File: config.mk
export PLATFORM = sky130hd
export DESIGN_NAME = register_file
export DESIGN_NICKNAME = d
export VERILOG_FILES = /design/src/rtl/register_file.sv
export SDC_FILE = /design/constraint.sdc
export NUM_CORES = 2
export LEC_CHECK = 0
export BUFFER_PORTS_ARGS = -buffer_cell sky130_fd_sc_hd__buf_2
export CAP_MARGIN = 15
export CORE_MARGIN = 5
export CORE_UTILIZATION = 38
export DETAILED_ROUTE_END_ITERATION = 8
export PLACE_DENSITY_LB_ADDON = 0.2
export SETUP_SLACK_MARGIN = 0.4
export SYNTH_ARGS = -nofsm -noshare
export SYNTH_HDL_FRONTEND = slang
export SYNTH_SLANG_ARGS = --single-unit
File: constraint.sdc
create_clock -name clk -period 1.95 [get_ports clk]
set_input_delay 0.195 -clock clk [delete_from_list [all_inputs] [get_ports clk]]
set_output_delay 0.195 -clock clk [all_outputs]
set_load 0.005 [all_outputs]
File: src/rtl/register_file.sv
// 32-entry MIPS general-purpose register file: two combinational read ports,
// one synchronous write port driven through a one-hot write-enable decoder.
module register_file #(
    parameter int unsigned DATA_WIDTH   = 32,
    parameter int unsigned ADDR_WIDTH   = 5,
    parameter int unsigned WRITE_BYPASS = 0
) (
    input  logic                  clk,
    input  logic                  reset,
    input  logic [ADDR_WIDTH-1:0] read_reg1,
    input  logic [ADDR_WIDTH-1:0] read_reg2,
    input  logic [ADDR_WIDTH-1:0] write_reg,
    input  logic [DATA_WIDTH-1:0] write_data,
    input  logic                  reg_write,
    output logic [DATA_WIDTH-1:0] read_data1,
    output logic [DATA_WIDTH-1:0] read_data2,
    input  logic [ADDR_WIDTH-1:0] dbg_reg,
    output logic [DATA_WIDTH-1:0] dbg_data
);

    localparam int unsigned DEPTH = 2 ** ADDR_WIDTH;

    logic [DEPTH-1:0]      w_we_onehot;
    logic [DATA_WIDTH-1:0] w_stored [DEPTH];
    logic                  w_byp_en;
    logic                  w_byp1;
    logic                  w_byp2;

    // 5-to-32 write decoder; index 0 never enabled
    always_comb begin
        w_we_onehot = '0;
        if (reg_write && (write_reg != '0)) begin
            w_we_onehot[write_reg] = 1'b1;
        end
    end

    // $zero is hardwired, not stored
    assign w_stored[0] = '0;

    for (genvar gi = 1; gi < DEPTH; gi++) begin : g_reg
        logic [DATA_WIDTH-1:0] r_q;

        always_ff @(posedge clk) begin
            if (reset) begin
                r_q <= '0;
            end else if (w_we_onehot[gi]) begin
                r_q <= write_data;
            end
        end

        assign w_stored[gi] = r_q;
    end

    // Forwarding of in-flight write data; suppressed under reset and for $zero
    assign w_byp_en = (WRITE_BYPASS != 0) && !reset && reg_write && (write_reg != '0);
    assign w_byp1   = w_byp_en && (read_reg1 == write_reg);
    assign w_byp2   = w_byp_en && (read_reg2 == write_reg);

    assign read_data1 = w_byp1 ? write_data : w_stored[read_reg1];
    assign read_data2 = w_byp2 ? write_data : w_stored[read_reg2];
    assign dbg_data   = w_stored[dbg_reg];

endmodule

# Yosys cells after proc, flatten, opt, wreduce, memory -nomap -nowiden
# Index checks and enable logic that the tools add are counted.
dict set report totals {
  wordCells 54
  inputBits 55
  regBits 992
  output_inout_bits 96
}
dict set report op_classes {
  magnitude_cmp 5
  mux 12
  reduce_logical 3
  bitwise_logic 3
}
# cell count
set op_table {}
lappend op_table {{32-bit binary-select mux with 5-bit select} 3}
lappend op_table {{32-bit 2-to-1 mux} 7}
lappend op_table {{6-bit >= comparator, second input constant} 3}
lappend op_table {{5-bit inverter with 6-bit output} 3}
lappend op_table {{5-bit by 6-bit < comparator with 1-bit output, second input constant} 1}
lappend op_table {{1-bit demux with 5-bit select} 1}
lappend op_table {{5-bit by 1-bit >= comparator with 1-bit output, second input constant} 1}
lappend op_table {{5-bit nonzero test} 1}
lappend op_table {{1-bit logical AND} 2}
lappend op_table {{1-bit 2-to-1 mux} 1}

# Logic depth before layout (Yosys ltp)
dict set report logic_depth {
  ltp_word 5
  depth_mapped 9
  mapped_depth_nobuf 5
}

# Least setup slack after synthesis
# No wires, ideal clock.
dict set report synth_path {
  path_kind {input -> output}
  from {input dbg_reg[1]}
  to {output dbg_data[0]}
  stages 7
  setup_slack_ns 0.185
  t_required_ns 1.755
  arrival_time_ns 1.570
  n_path_buf 2
  path_cell_list {buf_2 > clkbuf_1 > mux2_2 > a221oi_1 > nor3_1 > a31oi_1 > nand3_1}
}
dict set report synth_between {
  elab_chain_cells 4
}
# element line_no
set synth_lines {}
lappend synth_lines {{start: declaration} 17} ;# input logic [ADDR_WIDTH-1:0] dbg_reg,
lappend synth_lines {{5-bit inverter with 6-bit output (not written as such)} 61} ;# assign dbg_data = w_stored[dbg_reg];
lappend synth_lines {{32-bit binary-select mux with 5-bit select} 61}
lappend synth_lines {{32-bit 2-to-1 mux (not written as such) (2 in series)} 61}
lappend synth_lines {{end: declaration} 18} ;# output logic [DATA_WIDTH-1:0] dbg_data
# Every way passes these cells. The select of a mux whose other input is x is not followed.

# Worst setup path in the final report
dict set report layout_path {
  from {register g_reg[7].r_q[3]}
  to {output dbg_data[3]}
}
dict set report layout_between {
  elab_chain_cells 3
}
# element line_no
set layout_lines {}
lappend layout_lines {{start: declaration} 41} ;# logic [DATA_WIDTH-1:0] r_q;
lappend layout_lines {{start signal: assignment} 47} ;# r_q <= write_data;
lappend layout_lines {{32-bit binary-select mux with 5-bit select} 61}
lappend layout_lines {{32-bit 2-to-1 mux (not written as such) (2 in series)} 61}
# Every way passes these cells. The select of a mux whose other input is x is not followed.

==> impl_metrics.toml <==
[outcome]
status = "finished with violations"
violations = "negative setup slack"

[timing]
final-hold-violation-count = 0
rsz0062_at_grt = "yes"
relSlewSlack_pct = 42.6
period_share_pct = 140
fmax_mhz = 367
setup_viol = 96
fin_crit_ps = 2730
fin_ws_ps = -776
finalMaxSlewViolations = 0
tightest_slew_ps = 861
setup_tns_ps = -61060
skew_ps = 0

[grt]
grt_first_pass_wirelength_mm = 398
overflow = 0
grt_start_max_net_pins = 91
grt_pass1_vias = 57799
antenna_found_initial = 8
gr-usage-all-layers_pct = 31.9

[yosys]
synthesis.area_um2 = 59600
synthTopCellsByArea = "dfxtp_1, mux2i_1, nand2_1"
synth_top_area_share_pct = 33.3
synth.distinct_cells = 31
seq_area_frac_synth_pct = 33.3
synth_cells = 7644
synth-seq-cells = 992
yosys_warnings = 0
synth.avg_cell_area_um2 = 7.80
ys_async_sr_fraction_pct = 0
ys.flop_type = "dfxtp_1"
syn_nets = 7699
synth-edff-count = 0
yosys-top-cells-count = "nand2_1, a21oi_1, mux2i_1, dfxtp_1, clkbuf_1"
synth_top_area_cell = "dfxtp_1"
synth.most_common_cell = "nand2_1"

[clock_network]
path_clk_slew_ps = 60
clk_latency_ps = 740
clk_path_buf_depth = 3
clock_sinks = 992
cts_root_buf = "clkbuf_16"
htreeDepth = 3
cts_tree = "yes"
cts_buffers = 115

[setup_path]
end_kind = "primary output"
cp.arrival_ps = 2530
critical_path_required_ps = 1750
startpoint_type = "flip-flop"
rr_worst_depth = 2
cp_max_fo = 4
worstSetupPathType = "reg -> out"

[power]
p_leak_nw = 29.0
ir_drop_mv = 0.824
power.density_nw_per_um2 = 689

[floorplan]
start_util_pct = 38.2
rows = 145
core-area_um2 = 156000
dieArea_um2 = 165000
die_h_um = 406
die_width_um = 406
num_io_pins = 151

[drt]
wire_per_inst_um = 27.5
drc = 0
via_count = 61368
drt_iter0_markers = 7632
ant_nets = 0
vias_per_cell = 6.14
routed_wl_mm = 275
first_pass_iters = 6

[hold_path]
hold_path.class = "in -> reg"
whs_path_depth = 3

[layout]
largest_reg_flops = 992
regMostFlops = "g.r_q"
fin_cells = 9994
largestRegisters = "g.r_q (992)"
drive_gt1_share_pct = 22.5
final_net_count = 7888
area_growth_pct = 28.3

[place]
gp_congestion = 0.957
post-place-ws_ps = -774
io_buffer_count = 150
dp_hpwl_mm = 178
dp_cells = 9738

[job]
maxCapViolCount = 0
-- final timing paths --
check | end | slack [ps] | startpoint
max | dbg_data[3] | -780 | g_reg[7].r_q[3]
min | g_reg[3].r_q[0] | 30 | write_data[0]
max reg2reg | g_reg[2].r_q[21] | 1100 | g_reg[2].r_q[21]
min reg2reg | g_reg[7].r_q[31] | 470 | g_reg[7].r_q[31]
-- worst max-delay path, cell delays in order, from the launching register on --
cell	delay (ps)
dfxtp_4	350
mux4_2	500
nor2b_4	150
nor3_4	70
a31oi_1	200
buf_4	190
nand3_4	90
buf_6	140
buf_6	110
-- power by group --
group / internal, mW / switching (mW)
logic: 3.45 / 5.22
clock network: 13.9 / 9.60
registers: 20.4 / 0.159
-- what timing repair did --
action | in CTS | in global routing
pin swaps | 104 | 57
setup endpoints to repair | 96 | 96
gates cloned | 0 | 0
resized for setup | 553 | 221
buffers inserted | 5 | 2
hold buffers | 29 | 0
endpoints found under the hold margin | 487 | 0
-- cells in the final DEF (no fill, tap or decap), types with 67 or more instances in the layout --
master / Yosys / routed
buf_12: 0 / 261
buf_2: 226 / 78
a221oi_2: 0 / 67
a22oi_1: 384 / 384
nand3_1: 290 / 195
mux2i_1: 1152 / 1152
buf_4: 66 / 380
a31oi_1: 96 / 67
dfxtp_1: 992 / 890
mux2_2: 96 / 81
clkbuf_16: 0 / 117
dfxtp_2: 0 / 99
a21oi_1: 1184 / 1184
nand2_1: 2215 / 2188
mux4_2: 96 / 96
buf_6: 0 / 95
-- logic make-up (layout without fill, tap and decap cells) --
| kind of cell | Yosys count | in the layout | share of synthesized area [%] |
|---|---|---|---|
| flip-flops | 992 | 992 | 33.3 |
| AND/OR/NAND/NOR | 2773 | 2773 | 19.0 |
| multiplexers | 1344 | 1344 | 24.8 |
| AO/OA/AOI/OAI | 1760 | 1760 | 17.2 |
| buffers and inverters | 775 | 1061 | 5.77 |
| other | 0 | 6 | 0 |
-- final cells by class --
cell class,count,area (µm²)
antenna,6,15.0
clock buffer,164,3350
clock inverter,50,684
fill,14578,79700
multi-input combinational,5877,40000
sequential,992,20000
tap,2058,2570
timing repair buffer,847,9890
-- through the flow --
step | area, µm² | utilization, % | hold WS [ps] | power [mW]
finish | 76500 | 49.0 | 28.3 | 52.7
CTS | 75400 | 48.3 | 3.09 | 52.5
global placement | 68300 | 43.7 | 463 | 28.5
floorplan | 60200 | - | 331 | 24.9
detailed placement | 68300 | 43.7 | 472 | 28.5
global route | 76500 | 49.0 | 63.2 | 54.0
-- layer usage --
layer  up-vias  GRT usage (%)  share of wire [%]
met4         2           13.0                4.8
met3       742           6.78                 12
met2      3623           47.1                 42
met1     29755           45.2                 41
met5         -              0             0.0047
li1      27246              -                  -
Note: power is estimated with default switching activity, not from simulation.
